<file path="config.mk">
export PLATFORM = sky130hd
export DESIGN_NAME = co2_alarm_ctrl
export DESIGN_NICKNAME = d
export VERILOG_FILES = /design/src/rtl/co2_alarm_ctrl_pkg.sv /design/src/rtl/co2_alarm_ctrl_tick_timer.sv /design/src/rtl/co2_alarm_ctrl.sv
export SDC_FILE = /design/constraint.sdc
export NUM_CORES = 1
export LEC_CHECK = 0
export BUFFER_PORTS_ARGS = -buffer_cell sky130_fd_sc_hd__buf_2
export CORE_MARGIN = 8
export CORE_UTILIZATION = 40
export DETAILED_ROUTE_END_ITERATION = 10
export SLEW_MARGIN = 0
export SYNTH_ARGS = -nofsm -noshare
export SYNTH_HDL_FRONTEND = slang
export SYNTH_SLANG_ARGS = --single-unit
</file>
<file path="constraint.sdc">
create_clock -name CLK -period 4.7 [get_ports CLK]
set_input_delay 0.47 -clock CLK [delete_from_list [all_inputs] [get_ports CLK]]
set_output_delay 0.47 -clock CLK [all_outputs]
set_load 0.05 [all_outputs]
</file>
<file path="src/rtl/co2_alarm_ctrl_pkg.sv">
// Shared smart-home definitions: FSM encodings, timer width and default tick
// constants used by the CO2 detector, alarm controller and status panel.
package co2_alarm_ctrl_pkg;

    localparam int TMR_W = 16;

    localparam logic [2:0] ST_IDLE  = 3'd0;
    localparam logic [2:0] ST_VENT  = 3'd1;
    localparam logic [2:0] ST_ALARM = 3'd2;
    localparam logic [2:0] ST_HOLD  = 3'd3;

    localparam int DEF_WIN_TICKS     = 60;
    localparam int DEF_FAN_MIN_TICKS = 30;
    localparam int DEF_QUIET_TICKS   = 120;

endpackage

</file>
<file path="src/rtl/co2_alarm_ctrl_tick_timer.sv">
// Loadable down-counter that decrements on the time-base strobe and holds at 0.
// Priority: load, then clear, then decrement.
module co2_alarm_ctrl_tick_timer
    import co2_alarm_ctrl_pkg::*;
(
    input  logic             CLK,
    input  logic             RST,
    input  logic             load,
    input  logic [TMR_W-1:0] load_val,
    input  logic             clr,
    input  logic             dec,
    output logic             zero,
    output logic             last
);

    logic [TMR_W-1:0] value;

    always_ff @(posedge CLK or posedge RST) begin
        if (RST) begin
            value <= '0;
        end else if (load) begin
            value <= load_val;
        end else if (clr) begin
            value <= '0;
        end else if (dec && (value != '0)) begin
            value <= value - TMR_W'(1);
        end
    end

    // last marks the value that the next decrement turns into 0
    assign zero = (value == '0);
    assign last = (value == TMR_W'(1));

endmodule

</file>
<file path="src/rtl/co2_alarm_ctrl.sv">
// CO2 alarm controller: turns detector match pulses into fan, lamp and buzzer
// drive with a hit window, minimum fan time, acknowledge and quiet release.
module co2_alarm_ctrl
    import co2_alarm_ctrl_pkg::*;
#(
    parameter int HIT_THR       = 3,
    parameter int WIN_TICKS     = DEF_WIN_TICKS,
    parameter int FAN_MIN_TICKS = DEF_FAN_MIN_TICKS,
    parameter int QUIET_TICKS   = DEF_QUIET_TICKS,
    parameter int CNT_W         = 8
) (
    input  logic             CLK,
    input  logic             RST,
    input  logic             det,
    input  logic             tick,
    input  logic             ack,
    output logic             fan,
    output logic             alarm,
    output logic             buzzer,
    output logic [CNT_W-1:0] event_cnt,
    output logic [2:0]       state_dbg
);

    localparam logic [3:0] HIT_THR_V = 4'(HIT_THR);

    logic [2:0] state, state_n;
    logic [3:0] hits, hits_n, hits_inc;
    logic       buzzer_n;

    logic win_load, win_clr, win_dec, win_zero, win_last;
    logic fan_load, fan_dec, fan_zero, fan_last;
    logic quiet_load, quiet_dec, quiet_zero, quiet_last;

    assign hits_inc = hits + 4'd1;

    always_comb begin
        state_n    = state;
        hits_n     = hits;
        buzzer_n   = buzzer;
        win_load   = 1'b0;
        win_clr    = 1'b0;
        win_dec    = 1'b0;
        fan_load   = 1'b0;
        fan_dec    = 1'b0;
        quiet_load = 1'b0;
        quiet_dec  = 1'b0;
        case (state)
            ST_IDLE: begin
                buzzer_n = 1'b0;
                if (det) begin
                    state_n  = ST_VENT;
                    hits_n   = 4'd1;
                    win_load = 1'b1;
                    fan_load = 1'b1;
                end
            end
            ST_VENT: begin
                buzzer_n = 1'b0;
                if (det) begin
                    // a detection always wins over a same-cycle tick
                    fan_load = 1'b1;
                    win_load = win_zero;
                    if (hits_inc == HIT_THR_V) begin
                        state_n  = ST_ALARM;
                        hits_n   = 4'd0;
                        buzzer_n = 1'b1;
                    end else begin
                        hits_n = hits_inc;
                    end
                end else if (tick) begin
                    win_dec = 1'b1;
                    fan_dec = 1'b1;
                    if (win_last) begin
                        hits_n = 4'd0;
                    end
                    if (fan_last || fan_zero) begin
                        state_n = ST_IDLE;
                        hits_n  = 4'd0;
                        win_clr = 1'b1;
                    end
                end
            end
            ST_ALARM: begin
                if (ack) begin
                    state_n    = ST_HOLD;
                    buzzer_n   = 1'b0;
                    quiet_load = 1'b1;
                end else if (tick) begin
                    buzzer_n = ~buzzer;
                end
            end
            ST_HOLD: begin
                buzzer_n = 1'b0;
                if (det) begin
                    quiet_load = 1'b1;
                end else if (tick) begin
                    quiet_dec = 1'b1;
                    if (quiet_last || quiet_zero) begin
                        state_n  = ST_VENT;
                        hits_n   = 4'd0;
                        win_clr  = 1'b1;
                        fan_load = 1'b1;
                    end
                end
            end
            default: begin
                state_n  = ST_IDLE;
                hits_n   = 4'd0;
                buzzer_n = 1'b0;
                win_clr  = 1'b1;
            end
        endcase
    end

    always_ff @(posedge CLK or posedge RST) begin
        if (RST) begin
            state     <= ST_IDLE;
            hits      <= 4'd0;
            fan       <= 1'b0;
            alarm     <= 1'b0;
            buzzer    <= 1'b0;
            event_cnt <= '0;
        end else begin
            state  <= state_n;
            hits   <= hits_n;
            buzzer <= buzzer_n;
            fan    <= (state_n != ST_IDLE);
            alarm  <= (state_n == ST_ALARM) || (state_n == ST_HOLD);
            if (det && (event_cnt != '1)) begin
                event_cnt <= event_cnt + CNT_W'(1);
            end
        end
    end

    assign state_dbg = state;

    co2_alarm_ctrl_tick_timer u_win (
        .CLK      (CLK),
        .RST      (RST),
        .load     (win_load),
        .load_val (TMR_W'(WIN_TICKS)),
        .clr      (win_clr),
        .dec      (win_dec),
        .zero     (win_zero),
        .last     (win_last)
    );

    co2_alarm_ctrl_tick_timer u_fan_t (
        .CLK      (CLK),
        .RST      (RST),
        .load     (fan_load),
        .load_val (TMR_W'(FAN_MIN_TICKS)),
        .clr      (1'b0),
        .dec      (fan_dec),
        .zero     (fan_zero),
        .last     (fan_last)
    );

    co2_alarm_ctrl_tick_timer u_quiet (
        .CLK      (CLK),
        .RST      (RST),
        .load     (quiet_load),
        .load_val (TMR_W'(QUIET_TICKS)),
        .clr      (1'b0),
        .dec      (quiet_dec),
        .zero     (quiet_zero),
        .last     (quiet_last)
    );

endmodule

</file>
==> summary.txt, run 1 <==
Fin. Hold Viols: 0
Clock Path Buffers: 2
# rows: 35
Hold_buf cts: 0
Crit path depth: 5
Post-CTS sizing: 0
Peak supply drop: 0.362 mV
Layout cells sized above 1: 11.6%
# Max-Cap Violations: 0
Fmax: 0.361 GHz
Min Clock Period, post-route: 2.77 ns
Worst reg-to-reg setup slack: 1.93 ns
DIE WIDTH: 113 um
CP Max Fanout: 19
CP required: 4.92 ns
Unique masters post-synth: 58
Hold Crit Class: input port to asynchronous set/reset pin
Grt ovf: 0
Met3 wire len: 240 um
Total number of vias: 2973
Post-route ant nets: 0
Status: complete, no violations
Most area-hungry cell type in the Yosys netlist: dfrtp_1
Iteration count of the initial detailed-routing pass: 4
Number of nets in the layout: 424
TritonCTS Buffers: 9
Highest cell delay on the worst timing path: 0.80 ns
Residual DRC: 0
Startpoint Class: flip-flop
Top Layer Used: met4
# setup viols final: 0
1st-iter DRT viols: 124
Post-Route WL: 7970 um
CP Buf/Inv Count: 0
Port bufs: 18
P&R area growth vs syn: 8.96%
Crit Reg-Reg Startpoint: u_fan_t.value[7]$_DFFE_PP0P_
Crit-path cells: or4_1, nor4_4, nor4bb_1, a211oi_1, or3_1
Inserted Diodes: 0
Leakage: 1.74 nW
Initial Util: 41.0%
I/O pins: 19
Synthesized net count: 409
RD Place Congestion: 0.849
CORE AREA: 9200 um^2
H-Tree Depth: 3
Total track usage: 13.7%
Count of pins over their slew limit: 0
Crit end category: flip-flop
Reg2Reg Depth: 5
Warnings, synthesis: 0
Post-synthesis sequential area ratio: 43.8%
WL met1: 3800 um
First-pass GRT wire length: 14100 um
Ys async rst share: 100%
Vias/cell: 5.67
CP Class: flip-flop to flip-flop
Clk sinks: 66
Reg-to-Reg End: fan$_DFF_PP0_
Setup crit end: fan$_DFF_PP0_
CTS tree: built
Post-synthesis cell area: 3770 um^2
Hold WS: 0.103 ns
Share of the synthesized area in the top cell type: 43.8%
Crit path launch: u_fan_t.value[7]$_DFFE_PP0P_
Drt wl/cell: 15.2 um
Post-Route Setup TNS: 0 ns
RSZ-0062 raised after global routing: false
Crit-path slowest cell: nor4_4
Clock-pin transition on the worst setup and hold timing paths: 0.08 ns
Post-synth top flop: dfrtp_1
Syn_area_per_cell: 9.60 um^2
PD cells: 342 nW/um^2
Antenna violations before repair: 0
Clock Latency Late Sink: 0.35 ns
Vias in the first global route: 2949
CP top delay family: simple AND/OR/NAND/NOR gates
Syn Inst Count: 393
Worst Tran Pin Value: 1.06 ns
Metal2 WL: 3760 um
Full die area: 12800 um^2
Detailed Place HPWL: 5630 um
Largest cells by area after synthesis: dfrtp_1 44%, xnor2_1 6.5%, nor2_1 5.4%, ha_1 3.6%, xor2_1 3.3%
Pwr Total: 1.41 mW
Layout Skew: 0.0132 ns
Period utilisation layout: 59.0%
Root Buffer: clkbuf_8
Die H: 113 um
Data arrival time of the critical path: 2.99 ns
# Post-CTS Setup Buffers: 0
Yosys reg bits: 66
Largest net degree at the start of global routing: 49
Number of synthesized flops with an enable pin: 0
Slew margin rel.: 29.7%
==> placed cells by master (no fill, tap or decap), types with 4 or more instances in the layout <==
cell	instances
buf_2	18
xnor2_1	28
a21o_1	5
nor4_1	9
o21ai_0	10
nor3_1	15
nor2_1	54
a21oi_1	14
o31ai_1	4
or4_1	13
a211oi_1	9
ha_1	11
nand2_1	15
a31oi_1	4
a2111oi_0	7
nand3_1	15
dfrtp_1	66
clkbuf_8	9
nand4_1	4
nand2b_1	4
xor2_1	14
inv_1	13
or3_1	13
==> metrics by stage <==
step | worst slack, ns | util, % | instance area, um^2 | instances
finish | 1.93 | 44.7 | 4110 | 524
CTS | 1.91 | 44.7 | 4110 | 524
global route | 1.67 | 44.7 | 4110 | 524
global placement | 2.03 | 42.8 | 3940 | 508
floorplan | 2.23 | - | 3770 | 393
detailed placement | 1.93 | 42.8 | 3940 | 508
==> flip-flops by register name, indices dropped and copies added, names as in the netlist <==
signal / flops
state_dbg: 3
u_win.value: 16
fan: 1
buzzer: 1
alarm: 1
hits: 4
event_cnt: 8
u_quiet.value: 16
u_fan_t.value: 16
==> cells in the mapped netlist (3+ instances only) <==
cell,number
nor4_1,9
xor2_1,14
dfrtp_1,66
inv_1,14
buf_2,4
a2111oi_0,7
ha_1,11
or4_1,13
a211oi_1,9
nand4b_1,3
or2_2,3
o31ai_1,4
nor3_1,15
o21ai_0,10
nand4_1,4
nand3b_1,3
a21o_1,5
nand2_1,15
nand3_1,15
a21oi_1,14
nor2_1,54
mux2i_1,3
nand2b_1,4
a31oi_1,4
clkbuf_1,9
xnor2_1,28
or3_1,13
==> cells by family after synthesis <==
kind of cell | count (synthesis) | synth area share [%]
xor gates and xnor gates | 42 | 9.75
DFF | 66 | 43.8
and+or+nand+nor | 172 | 26.1
adders and majority gates | 11 | 3.65
AOI/OAI and AO/OA | 68 | 12.3
other | 1 | 0.0994
buffers and inverters | 29 | 3.22
muxes | 4 | 1.09
==> how the worst min path moves through the flow <==
stage                                        from                       endpoint  cells after the start  slack (ns)
floorplan           u_quiet.value[11]$_DFFE_PP0P_  u_quiet.value[11]$_DFFE_PP0P_                      1        0.46
global placement                              RST       event_cnt[4]$_DFFE_PP0P_                      2        0.48
detailed placement                            RST       event_cnt[4]$_DFFE_PP0P_                      2        0.48
CTS                                           RST   u_quiet.value[4]$_DFFE_PP0P_                      2         0.1
global route                                  RST   u_quiet.value[4]$_DFFE_PP0P_                      2        0.11
finish                                        RST   u_quiet.value[4]$_DFFE_PP0P_                      2        0.10
==> power by group <==
group,switching (mW),total [mW],internal [mW]
sequential,0.0653,0.681,0.616
combinational,0.220,0.314,0.0934
clock,0.223,0.412,0.189
==> layout make-up <==
cell class | instances | area [um^2]
Clock buffer | 9 | 124
Inverter | 14 | 52.6
Clock inverter | 7 | 46.3
Tap cell | 111 | 139
Multi-Input combinational cell | 298 | 2000
Fill cell | 902 | 5090
Sequential cell | 66 | 1650
Timing Repair Buffer | 19 | 97.6
==> metal layers <==
layer / vias up / GRT usage, %
met5: - / 0
li1: 1468 / -
met1: 1430 / 16.8
met3: 15 / 3.46
met2: 60 / 22.1
met4: 0 / 6.22
==> worst register-to-register path: cells and delay by family (launching register included) <==
family | cells | cell delay, ns
simple gates | 4 | 2.15
flops | 1 | 0.42
compound gates | 1 | 0.08
No activity file was read; power rests on OpenSTA's default activity.
==> inputs of run 2 (changes only) <==
==> constraint.sdc (replaced) <==
create_clock -name CLK -period 2.4 [get_ports CLK]
set_input_delay 0.24 -clock CLK [delete_from_list [all_inputs] [get_ports CLK]]
set_output_delay 0.24 -clock CLK [all_outputs]
set_load 0.05 [all_outputs]
==> run 2 against run 1 <==
Effect of this change:
- worst setup slack got worse by 1.9 ns
- core utilization rose by 4.2 points
- combinational power rose by 120%
- sequential share of layout area fell by 3.5 points
- critical path depth rose by 1
- sequential power rose by 92%
- critical path type unchanged
- via count rose by 4.7%
- final cell count rose by 7.8%
==> summary.txt, run 2 (same netlist as run 1, synthesis figures left out) <==
Number of nets in the layout: 465
DIE WIDTH: 113 um
Residual DRC: 0
Crit path launch: u_quiet.value[3]$_DFFE_PP0P_
Count of pins over their slew limit: 0
Die H: 113 um
First-pass GRT wire length: 14900 um
Layout Skew: 0.0109 ns
Fmax: 0.430 GHz
Port bufs: 18
CORE AREA: 9200 um^2
Drt wl/cell: 15.4 um
Setup crit end: u_quiet.value[5]$_DFFE_PP0P_
# Max-Cap Violations: 0
Iteration count of the initial detailed-routing pass: 4
Most frequent cells in the layout: 66 x dfrtp_1, 54 x nor2_1, 40 x buf_4, 28 x xnor2_1, 18 x buf_2
Fillers: 864
Min Clock Period, post-route: 2.33 ns
CTS tree: built
Post-Route WL: 8680 um
P&R area growth vs syn: 19.3%
Core Util, Final: 48.9%
Layout cells sized above 1: 20.5%
TritonCTS Buffers: 9
# setup viols final: 0
Period utilisation layout: 97.0%
CP Class: flip-flop to flip-flop
Root Buffer: clkbuf_8
# rows: 35
Sw Share: 33.8%
Inserted Diodes: 0
I/O pins: 19
Total track usage: 14.3%
H-Tree Depth: 3
Full die area: 12800 um^2
Crit end category: flip-flop
Clock Latency Late Sink: 0.34 ns
Initial Util: 41.0%
Commonest non-fill, non-tap cell in the layout: dfrtp_1
Largest net degree at the start of global routing: 67
Setup WS pre-CTS: -0.0173 ns
Int Power: 1.97 mW
Worst Tran Pin Value: 0.609 ns
Clock Path Buffers: 2
Detailed Place HPWL: 6190 um
Vias in the first global route: 3058
Status: complete, no violations
Grt ovf: 0
Sequential share of power: 44.1%
Combinational Power Share: 23.5%
Fin. Hold Viols: 0
1st-iter DRT viols: 100
Storage cell area: 1650 um^2
Crit Reg-Reg Startpoint: u_quiet.value[3]$_DFFE_PP0P_
Vias/cell: 5.51
Post-route ant nets: 0
Min setup slack post-route: 0.0732 ns
Slew margin rel.: 59.4%
Antenna violations before repair: 0
RD Place Congestion: 0.846
Multi-input logic area: 2030 um^2
Largest regs: u_fan_t.value: 16 flops, u_quiet.value: 16 flops, u_win.value: 16 flops
Peak supply drop: 0.647 mV
Hold Crit Class: input port to flip-flop
Switching power: 1.01 mW
Total number of vias: 3112
Reg-to-Reg End: u_quiet.value[5]$_DFFE_PP0P_
Reg2Reg Depth: 6
PD cells: 662 nW/um^2
Data arrival time of the critical path: 2.58 ns
Leakage: 1.98 nW
Post-Route Setup TNS: 0 ns
Hold WS: 0.231 ns
Startpoint Class: flip-flop
CP Max Fanout: 7
Clock-pin transition on the worst setup and hold timing paths: 0.07 ns
Clock group share of total power: 32.4%
Worst reg-to-reg setup slack: 0.07 ns
CP required: 2.65 ns
Clk sinks: 66
## run 2: cell count changes in the layout (fill, tap and decap cells not counted), sizes merged
cell	change
dlygate4sd3	+1
buf	+40
clkinv	-3
clkinvlp	-1
clkbuf	+3
bufinv	+1
## run 2: area by class of cell
cell class                      count  share of cell area (%)
Tap cell                          111                    3.09
Clock buffer                       12                    3.45
Sequential cell                    66                    36.7
Inverter                           14                    1.17
Timing Repair Buffer               60                    9.34
Clock inverter                      4                    1.11
Multi-Input combinational cell    298                    45.1
## run 2: how the worst min path moves through the flow
stage	start	endpoint	slack, ns	cells after the start
after global placement	RST	event_cnt[7]$_DFFE_PP0P_	0.35	3
after CTS	tick	buzzer$_DFFE_PP0P_	0.21	3
final	tick	buzzer$_DFFE_PP0P_	0.23	3
after global routing	tick	buzzer$_DFFE_PP0P_	0.23	3
after floorplan	tick	buzzer$_DFFE_PP0P_	0.38	2
after detailed placement	RST	u_quiet.value[1]$_DFFE_PP0P_	0.36	3
## run 2: repair_timing
action                                  4_1_cts  5_1_grt
hold buffers                                  1        0
setup buffers                                 0        0
pin swaps                                     0        3
endpoints found under the setup margin       14       25
hold endpoints to repair                     66        0
resized for setup                             2        6
## run 2: layer usage
metal | track usage (%) | vias up | routed length, um | share of wire [%]
met5 | 0 | - | 0 | 0
met4 | 4.26 | 0 | 63 | 0.73
met3 | 4.37 | 4 | 292 | 3.4
met2 | 22.7 | 53 | 4160 | 48
met1 | 18.2 | 1509 | 4170 | 48
li1 | - | 1546 | - | -
## run 2: critical path, cell delays in order, from the launching register on
cell	delay (ns)
dfrtp_1	0.38
or4_4	0.58
or4_4	0.46
buf_4	0.16
o21a_1	0.27
and4_1	0.22
o21ai_0	0.17
## run 2: through the flow
stage,instances,power (mW),cell area (um^2)
final,565,2.98,4500
after global placement,548,2.02,4260
after detailed placement,548,2.03,4260
after global routing,565,3.14,4500
after CTS,565,3.02,4480
after floorplan,393,1.82,3780
## run 2: power groups by stage
stage	sequential [mW]	combinational, mW	clock [mW]
6_report	1.31	0.700	0.965
4_1_cts	1.31	0.704	1.00
3_5_place_dp	1.33	0.697	0
5_1_grt	1.33	0.761	1.05
2_1_floorplan	1.53	0.290	0
3_3_place_gp	1.33	0.690	0
